File: config.mk
export PLATFORM = sky130hd
export DESIGN_NAME = gcd_ctrl_flat
export DESIGN_NICKNAME = d
export VERILOG_FILES = /design/src/rtl/gcd_ctrl_if.sv /design/src/rtl/gcd_ctrl.sv /design/src/flat_wrapper.sv
export SDC_FILE = /design/constraint.sdc
export NUM_CORES = 1
export LEC_CHECK = 0
export ABC_AREA = 1
export CAP_MARGIN = 20
export CORE_MARGIN = 4
export CORE_UTILIZATION = 44
export DETAILED_ROUTE_END_ITERATION = 12
export GPL_TIMING_DRIVEN = 1
export PLACE_DENSITY = 0.78
export SETUP_SLACK_MARGIN = 0.3
export SKIP_LAST_GASP = 1
export SLEW_MARGIN = 20
export SYNTH_ARGS = -nofsm -noshare
export SYNTH_HDL_FRONTEND = slang
export SYNTH_SLANG_ARGS = --single-unit
export TNS_END_PERCENT = 50
File: constraint.sdc
create_clock -name clk -period 1.8 [get_ports clk]
set_input_delay 0.27 -clock clk [delete_from_list [all_inputs] [get_ports clk]]
set_output_delay 0.27 -clock clk [all_outputs]
set_load 0.02 [all_outputs]
File: src/rtl/gcd_ctrl_if.sv
// Host/datapath signal bundle for the subtractive GCD controller.
// The master side is the host plus datapath; the slave side is gcd_ctrl.
interface gcd_ctrl_if #(
  parameter int ITER_W = 8
);
  logic              start;
  logic [1:0]        compare_state;
  logic              ld_A;
  logic              ld_B;
  logic              MUXA;
  logic              MUXB;
  logic              res_en;
  logic              busy;
  logic              done;
  logic              error;
  logic [ITER_W-1:0] iter_count;
  logic [2:0]        dbg_state;

  modport master (
    output start, compare_state,
    input  ld_A, ld_B, MUXA, MUXB, res_en, busy, done, error, iter_count, dbg_state
  );

  modport slave (
    input  start, compare_state,
    output ld_A, ld_B, MUXA, MUXB, res_en, busy, done, error, iter_count, dbg_state
  );
endinterface

File: src/rtl/gcd_ctrl.sv
// Controller for the subtractive GCD datapath: load, subtract until equal, capture,
// with a watchdog that aborts runs that would never terminate (zero operands).
module gcd_ctrl #(
  parameter int ITER_W   = 8,
  parameter int MAX_ITER = 200
) (
  input logic       clk,
  input logic       rst,
  gcd_ctrl_if.slave bus
);

  // Handshake: start is sampled only in IDLE or DONE; busy is high for LOAD and CALC;
  // exactly one of done/error pulses for one cycle to end each accepted run, and
  // iter_count then holds until the next LOAD.

  typedef enum logic [2:0] {
    IDLE = 3'd0,
    LOAD = 3'd1,
    CALC = 3'd2,
    DONE = 3'd3,
    ERR  = 3'd4
  } state_t;

  localparam logic [1:0] CMP_GT  = 2'd0;
  localparam logic [1:0] CMP_LT  = 2'd1;
  localparam logic [1:0] CMP_EQ  = 2'd2;

  localparam logic [ITER_W-1:0] MAX_CNT = ITER_W'(MAX_ITER);

  state_t            state;
  state_t            state_next;
  logic [ITER_W-1:0] iter;
  logic              cnt_clr;
  logic              cnt_inc;
  logic              wd_hit;

  logic              ld_a;
  logic              ld_b;
  logic              mux_a;
  logic              mux_b;
  logic              res_en;
  logic              busy;
  logic              done;
  logic              error;

  assign wd_hit = (iter == MAX_CNT);

  always_ff @(posedge clk) begin
    if (rst) begin
      state <= IDLE;
      iter  <= '0;
    end else begin
      state <= state_next;
      if (cnt_clr) begin
        iter <= '0;
      end else if (cnt_inc) begin
        iter <= iter + 1'b1;
      end
    end
  end

  always_comb begin
    state_next = state;
    cnt_clr    = 1'b0;
    cnt_inc    = 1'b0;
    ld_a       = 1'b0;
    ld_b       = 1'b0;
    mux_a      = 1'b0;
    mux_b      = 1'b0;
    res_en     = 1'b0;
    busy       = 1'b0;
    done       = 1'b0;
    error      = 1'b0;

    unique case (state)
      IDLE: begin
        if (bus.start) begin
          state_next = LOAD;
          cnt_clr    = 1'b1;
        end
      end

      LOAD: begin
        ld_a       = 1'b1;
        ld_b       = 1'b1;
        mux_a      = 1'b1;
        mux_b      = 1'b1;
        busy       = 1'b1;
        state_next = CALC;
      end

      CALC: begin
        busy = 1'b1;
        // Equal wins over the watchdog so a run finishing on its last allowed
        // count still reports a result.
        unique case (bus.compare_state)
          CMP_EQ: begin
            res_en     = 1'b1;
            state_next = DONE;
          end
          CMP_GT: begin
            if (wd_hit) begin
              state_next = ERR;
            end else begin
              ld_a    = 1'b1;
              cnt_inc = 1'b1;
            end
          end
          CMP_LT: begin
            if (wd_hit) begin
              state_next = ERR;
            end else begin
              ld_b    = 1'b1;
              cnt_inc = 1'b1;
            end
          end
          default: begin
            state_next = ERR;
          end
        endcase
      end

      DONE: begin
        done = 1'b1;
        if (bus.start) begin
          state_next = LOAD;
          cnt_clr    = 1'b1;
        end else begin
          state_next = IDLE;
        end
      end

      ERR: begin
        error      = 1'b1;
        state_next = IDLE;
      end

      default: begin
        state_next = IDLE;
      end
    endcase
  end

  assign bus.ld_A       = ld_a;
  assign bus.ld_B       = ld_b;
  assign bus.MUXA       = mux_a;
  assign bus.MUXB       = mux_b;
  assign bus.res_en     = res_en;
  assign bus.busy       = busy;
  assign bus.done       = done;
  assign bus.error      = error;
  assign bus.iter_count = iter;
  assign bus.dbg_state  = state;

endmodule

File: src/flat_wrapper.sv
// flat-port wrapper written by rule: the top's interface ports become plain ports
module gcd_ctrl_flat 
#(
  parameter int ITER_W   = 8,
  parameter int MAX_ITER = 200
)
  (clk, rst, bus_start, bus_compare_state, bus_ld_A, bus_ld_B, bus_MUXA, bus_MUXB, bus_res_en, bus_busy, bus_done, bus_error, bus_iter_count, bus_dbg_state);
  gcd_ctrl_if #(.ITER_W(ITER_W)) bus_i ();
  input logic clk;
  input logic rst;
  input wire logic [$bits(bus_i.start)-1:0] bus_start;
  input wire logic [$bits(bus_i.compare_state)-1:0] bus_compare_state;
  output wire logic [$bits(bus_i.ld_A)-1:0] bus_ld_A;
  output wire logic [$bits(bus_i.ld_B)-1:0] bus_ld_B;
  output wire logic [$bits(bus_i.MUXA)-1:0] bus_MUXA;
  output wire logic [$bits(bus_i.MUXB)-1:0] bus_MUXB;
  output wire logic [$bits(bus_i.res_en)-1:0] bus_res_en;
  output wire logic [$bits(bus_i.busy)-1:0] bus_busy;
  output wire logic [$bits(bus_i.done)-1:0] bus_done;
  output wire logic [$bits(bus_i.error)-1:0] bus_error;
  output wire logic [$bits(bus_i.iter_count)-1:0] bus_iter_count;
  output wire logic [$bits(bus_i.dbg_state)-1:0] bus_dbg_state;
  assign bus_i.start = bus_start;
  assign bus_i.compare_state = bus_compare_state;
  assign bus_ld_A = bus_i.ld_A;
  assign bus_ld_B = bus_i.ld_B;
  assign bus_MUXA = bus_i.MUXA;
  assign bus_MUXB = bus_i.MUXB;
  assign bus_res_en = bus_i.res_en;
  assign bus_busy = bus_i.busy;
  assign bus_done = bus_i.done;
  assign bus_error = bus_i.error;
  assign bus_iter_count = bus_i.iter_count;
  assign bus_dbg_state = bus_i.dbg_state;
  gcd_ctrl #(.ITER_W(ITER_W), .MAX_ITER(MAX_ITER)) u_core (.clk(clk), .rst(rst), .bus(bus_i));
endmodule
# Yosys cells after proc, flatten, opt, wreduce, memory -nomap -nowiden
# Cells that the tools add are included.
word_totals:
  output_inout_bits: 19
  elab_cells: 39
  register_bits: 11
  in_bits: 5
op_classes:
  eq_ne: 9
  n_mux: 20
  add_sub_neg: 1
  n_reduce_logical: 7
ops:
  columns: ["op", "count"]
  rows:
  - ["2-to-1 mux 1 bit", 14]
  - ["case mux 3 bit (4 select lines)", 1]
  - ["adder 8 x 1 -> 8 bit (second input constant)", 1]
  - ["== test 8 bit (second input constant)", 1]
  - ["OR reduction 2 bit", 4]
  - ["== test 3 x 2 -> 1 bit (second input constant)", 2]
  - ["2-to-1 mux 3 bit", 2]
  - ["case mux 3 bit (2 select lines)", 1]
  - ["case mux 1 bit (2 select lines)", 2]
  - ["== test 3 x 1 -> 1 bit (second input constant)", 1]
  - ["== test 3 bit (second input constant)", 1]
  - ["logical NOT 3 bit", 1]
  - ["inequality test 3 x 2 -> 1 bit (second input constant)", 1]
  - ["== test 2 x 1 -> 1 bit (second input constant)", 1]
  - ["== test 2 bit (second input constant)", 1]
  - ["logical NOT 2 bit", 1]
  - ["inequality test 2 bit (second input constant)", 1]
  - ["AND reduction 2 bit", 1]

# Depth between registers and ports, before layout
# Gate-level depths: netlist of the first run.
depth:
  word_depth: 4
  mapped_depth: 9
  depth_no_buf: 8

# Worst setup path before layout of the first run
# No wires, ideal clock.
synth_path:
  path_kind: "register to output"
  from: "reg u_core.iter[0] (netlist: u_core.bus.iter_count[0])"
  to: "out bus_ld_A"
  n_path_buf: 1
  arrival_time_ns: 1.639
  stages_incl_launch_ff: 9
  path_slack_ns: -0.109
  required_time_ns: 1.530
  path_cell_list: "dfxtp_1 inv_1 ha_1 nand3_1 inv_1 nand2_1 nand2_1 buf_6 o21ai_0"
synth_between:
  elab_chain_len: 4
synth_lines:
  columns: ["item", "line", "text"]
  rows:
  - ["from (decl)", "gcd_ctrl.sv:32", "logic [ITER_W-1:0] iter;"]
  - ["from (signal assigned)", "gcd_ctrl.sv:57", "iter <= iter + 1'b1;"]
  - ["== test 8 bit", "gcd_ctrl.sv:46", "assign wd_hit = (iter == MAX_CNT);"]
  - ["2-to-1 mux 1 bit", "gcd_ctrl.sv:102", "if (wd_hit) begin"]
  - ["2-to-1 mux 1 bit", "gcd_ctrl.sv:96", "unique case (bus.compare_state)"]
  - ["case mux 1 bit (2 select lines)", "gcd_ctrl.sv:75", "unique case (state)"]
  - ["to (decl)", "flat_wrapper.sv:13", "output wire logic [$bits(bus_i.ld_A)-1:0] bus_ld_A;"]
# Every way passes these cells.

# Final worst setup path of the first run
layout_path:
  from: "reg u_core.state[0] (netlist: u_core.bus.dbg_state[0])"
  to: "out bus_dbg_state[0]"
layout_lines:
  columns: ["item", "line", "text"]
  rows:
  - ["from (decl)", "gcd_ctrl.sv:30", "state_t state;"]
  - ["from (signal assigned)", "gcd_ctrl.sv:53", "state <= state_next;"]
  - ["to (decl)", "flat_wrapper.sv:22", "output wire logic [$bits(bus_i.dbg_state)-1:0] bus_dbg_state;"]
# No word-level cell between the ends.

==> flow_summary.ini, run 1 <==
[sta]
clock_skew_ns = 0.00356
min_period_ns = 1.60
rsz0062_at_grt = true
slew_violations = 0
slew_headroom_pct = 74.9
report.final.hold_viol_count = 0
fin_ws_ns = 0.197
setup_violations = 0
fmax_mhz = 624
tightest_slew_ns = 0.376
fin_crit_sh_pct = 89.1

[synthesis]
syn_nets = 124
synthDistinctLibCells = 18
syn_area_per_cell_um2 = 6.07
netlist.area_leader.share_pct = 31.0
synthesis.area_um2 = 711
synth_seq_area_share_pct = 31.0
synth_top_cells_by_area = dfxtp_1 31%, nand2_1 23%, inv_1 9.0%
ys_ff_latch = 11
synth_area_leader_cell = dfxtp_1
syn_inst = 117
yosysWarnings = 0

[grt]
gr-total-overflow = 0
met1_usage_pct = 28.4
grt_usage_pct = 20.8
grt_busiest_layer = met2
met3_usage_pct = 3.69
grt_pass1_vias = 780
use_met2_pct = 32.8
antenna_found_initial = 0
grt_max_degree = 11
grt_pass1_wl_um = 3400

[die]
die_w_um = 48.2
die_h_um = 48.2
start_util_pct = 46.6
floorplan.rows = 14
die_area_um2 = 2320
design.core.area_um2 = 1520
io_pins = 24

[placement]
place_inst = 171
gp_congestion = 0.827
io_buffers = 23
dp_slack_ns = -0.201
dp_hpwl_um = 1530

[power]
power.density_nw_per_um2 = 702
vdd_drop_max_mv = 0.587
p_leak_uw = 0.000637
power.total_uw = 836

[flow_run]
cap_violations = 0

[finish]
mostFrequentLayoutCell = nand2_1
final_cell_mix = 39 x nand2_1, 18 x buf_4, 10 x inv_1
area.growth.synth_to_final_pct = 67.6
final.fill_count = 109
drive_above_1_share_pct = 34.4
stdcell_count = 176
nets = 168
post-route-util_pct = 78.2
n_antenna_cell = 0

[clock_network]
cts_tree = yes
clock_latency_ns = 0.27
cts-buffers-inserted = 3
clock_path_buffers = 2
cts.clk_slew.worst_paths_ns = 0.08
clkSinkCount = 11
cts_root_buf = clkbuf_4
cts_htree_levels = 1

[critical_path]
critPathCapture = bus_dbg_state[0]
crit_path_end_kind = primary output
crit_fanout = 4
rrSetupSlack_ns = 0.49
cp-startpoint = u_core.bus.dbg_state[0]
reg2reg_depth = 7
critPathRequiredTime_ns = 1.53
path_class = reg -> out
r2r-start = u_core.bus.dbg_state[1]
reg2reg_to = u_core.bus.iter_count[3]
start_kind = flop
cp_data_arrival_time_ns = 1.33

[route]
drt_iter0_drc = 47
vias = 898
drt_first_pass_iters = 4
wl_um = 2260
via_per_inst = 5.10
drc_errors = 0
wl_per_cell_um = 12.8
ant_nets = 0

[run_status]
status = finished clean

[worst_hold_path]
hold_class = reg -> reg
cells in the mapped netlist:
| master | instances |
|---|---|
| nand2_1 | 43 |
| inv_1 | 17 |
| dfxtp_1 | 11 |
| nor2_1 | 11 |
| a21oi_1 | 8 |
| nand3_1 | 7 |
| nor3_1 | 4 |
| o21ai_0 | 3 |
| buf_6 | 2 |
| ha_1 | 2 |
| xor2_1 | 2 |
| a31oi_1 | 1 |
| buf_4 | 1 |
| nand3b_1 | 1 |
| nand4_1 | 1 |
| nor2_2 | 1 |
| or2_2 | 1 |
| xnor2_1 | 1 |
worst min-delay path by stage:
stage                                         from                       end  slack, ns  depth (start not counted)
after floorplan                                rst   u_core.bus.dbg_state[1]       0.34                          1
after global placement    u_core.bus.iter_count[5]  u_core.bus.iter_count[5]       0.50                          2
after detailed placement  u_core.bus.iter_count[5]  u_core.bus.iter_count[5]       0.51                          2
after CTS                     bus_compare_state[1]   u_core.bus.dbg_state[2]       0.52                          4
after global routing      u_core.bus.iter_count[5]  u_core.bus.iter_count[5]       0.55                          2
final                     u_core.bus.iter_count[5]  u_core.bus.iter_count[5]       0.52                          2
flip-flops by register name, summed over array words and instances (netlist names):
register,cells
u_core.bus.dbg_state,3
u_core.bus.iter_count,8
area by class of cell:
cell class                      count  area (um2)  share of cell area [%]
Clock buffer                        4        26.3                    2.21
Inverter                           17        66.3                    5.57
Multi-Input combinational cell     86         469                    39.4
Sequential cell                    11         231                    19.4
Tap cell                           16        20.0                    1.68
Timing Repair Buffer               42         378                    31.7
worst max-delay path, stage by stage (launching register included):
cell	delay, ns
dfxtp_2	0.34
buf_4	0.12
clkdlybuf4s50_1	0.60
timing repair:
action | 4_1_cts | 5_1_grt
buffers inserted | 0 | 1
endpoints found under the setup margin | 19 | 17
gates cloned | 0 | 0
gates resized for setup | 58 | 13
hold buffers | 0 | 0
pin swaps | 3 | 3
endpoints found under the hold margin | 0 | 0
per-layer routing:
metal / vias up / share of wire, %
met5: - / 0
met4: 0 / 0.58
met3: 2 / 5.2
met2: 32 / 50
met1: 413 / 44
li1: 451 / -
where the power goes:
group          switching (uW)  total [uW]  internal [uW]
Combinational             215         386            171
Sequential               15.4         275            259
Clock                    89.2         175           85.9
per-stage QoR:
stage | hold WS [ns] | instance area (um2) | setup TNS [ns]
2_1_floorplan | 0.339 | 741 | 0
3_3_place_gp | 0.495 | 1100 | -0.413
3_5_place_dp | 0.508 | 1100 | -0.422
4_1_cts | 0.516 | 1150 | 0
5_1_grt | 0.546 | 1190 | 0
6_report | 0.525 | 1190 | 0
logic make-up (layout without fill, tap and decap cells):
| group | after synthesis | in the layout | share of synthesized area [%] |
|---|---|---|---|
| flops | 11 | 11 | 31.0 |
| fa+ha+maj | 2 | 2 | 3.52 |
| simple gates | 69 | 69 | 40.0 |
| buf+inv | 20 | 63 | 13.2 |
| xor+xnor | 3 | 3 | 3.70 |
| compound gates | 12 | 12 | 8.63 |
Power figures use the tool's default switching activity.
==> run 2: changes to the inputs <==
clock period = 1.6 ns   (was 1.8 ns; I/O delays follow)
==> flow_summary.ini, run 2 (same netlist as run 1, synthesis figures left out) <==
[run_status]
status = finished clean

[clock_network]
cts-buffers-inserted = 3
clock_path_buffers = 2
clkSinkCount = 11
cts_root_buf = clkbuf_4
cts_tree = yes
cts_htree_levels = 1
clock_latency_ns = 0.27
ctsHoldBuffers = 0
cts.clk_slew.worst_paths_ns = 0.08

[grt]
grt_max_degree = 11
grt_pass1_vias = 914
grt_pass1_wl_um = 3650
gr-total-overflow = 0
antenna_found_initial = 0
grt_usage_pct = 22.1

[die]
floorplan.rows = 14
design.core.area_um2 = 1520
start_util_pct = 46.6
io_pins = 24
die_w_um = 48.2
die_h_um = 48.2
die_area_um2 = 2320

[finish]
mostFrequentLayoutCell = nand2_1
n_antenna_cell = 0
largest_reg_flops = 8
final.fill_count = 95
final_cell_mix = 38 x nand2_1, 26 x buf_4, 9 x nor2_1, 9 x buf_6
nets = 176
area.growth.synth_to_final_pct = 79.8
multi_input_area_um2 = 472
ff_latch_area_um2 = 235
final_area_um2 = 1280
drive_above_1_share_pct = 41.7

[critical_path]
r2r-start = u_core.bus.dbg_state[0]
critPathMaxStageDelay_ns = 0.36
reg2reg_to = u_core.bus.dbg_state[1]
cp-startpoint = u_core.bus.iter_count[0]
crit_path_end_kind = primary output
start_kind = flop
critPathRequiredTime_ns = 1.36
path_buf_inv = 3
reg2reg_depth = 8
crit_fanout = 2
path_class = reg -> out
cp_common_cell = nand2_2
path_delay_family = flip-flops
cp_cell_sequence = inv_4 -> ha_4 -> nand3_4 -> inv_2 -> nand2_2 -> nand2_2 -> o21ai_4 -> buf_6
rrSetupSlack_ns = 0.23
cp_data_arrival_time_ns = 1.34
cp_slowest_cell = dfxtp_4

[worst_hold_path]
hold_start = bus_compare_state[0]
min_to = u_core.bus.dbg_state[2]
holdPathStages = 3
hold_class = in -> reg

[power]
power.total_uw = 1030
vdd_drop_max_mv = 0.630
p_leak_uw = 0.000643
power.density_nw_per_um2 = 807

[placement]
place_area_um2 = 1150
dp_hpwl_um = 1700
gp_congestion = 0.856
dp_slack_ns = -0.445
io_buffers = 23

[sta]
tightest_slew_ns = 0.242
clock_skew_ns = 0.00189
slew_headroom_pct = 83.9
fin_crit_sh_pct = 98.5
min_period_ns = 1.58
slew_violations = 0
fmax_mhz = 635
rsz0062_at_grt = true
report.final.hold_viol_count = 0
setup_tns_ns = 0
holdWs_ns = 0.418
fin_ws_ns = 0.0247
setup_violations = 0

[route]
drt_first_pass_iters = 4
wl_um = 2450
drc_errors = 0
vias = 941
via_per_inst = 5.11
ant_nets = 0
wl_per_cell_um = 13.3
drt_iter0_drc = 20

[flow_run]
cap_violations = 0
-- run 2: timing repair --
action / 4_1_cts / 5_1_grt
hold endpoints to repair: 0 / 0
setup buffers: 3 / 2
setup endpoints to repair: 28 / 29
pin swaps: 2 / 4
gates resized for setup: 69 / 18
-- run 2: how the worst max path moves through the flow --
stage	endpoint	slack (ns)	depth (start not counted)
after floorplan	bus_ld_B	0.24	7
after global placement	bus_ld_B	-0.33	7
after detailed placement	bus_ld_B	-0.44	7
after CTS	bus_dbg_state[0]	0.05	2
after global routing	bus_ld_A	-0.02	6
final	bus_ld_A	0.02	8
-- run 2: cell type report --
class	instances	share of cell area, %
multi-input cells	86	36.9
repair buffers	50	35.7
flip-flops and latches	11	18.4
inverters	17	5.39
clock buffers	4	2.06
well taps	16	1.57
-- run 2: power by group --
part           switching, uW  internal, uW
clock network            105          96.5
registers               17.9           290
logic                    267           255
-- run 2: layer usage --
layer	track usage, %	up-vias	part of all wire (%)	wire length [um]
li1	-	466	-	-
met1	23.3	434	41	1010
met2	42.7	33	53	1300
met3	2.58	8	3.8	94
met4	9.68	0	1.8	43
met5	0	-	0	0
-- run 2: per-stage QoR --
| step | util [%] | instances |
|---|---|---|
| detailed placement | 75.8 | 175 |
| CTS | 79.6 | 182 |
| floorplan | - | 117 |
| finish | 83.8 | 184 |
| global placement | 75.8 | 175 |
| global route | 83.8 | 184 |
-- run 2: tightest hold or removal path, cell delays in order --
cell and delay, ns:
dlymetal6s2s_1 0.19, o21ai_0 0.17, nor3_1 0.05
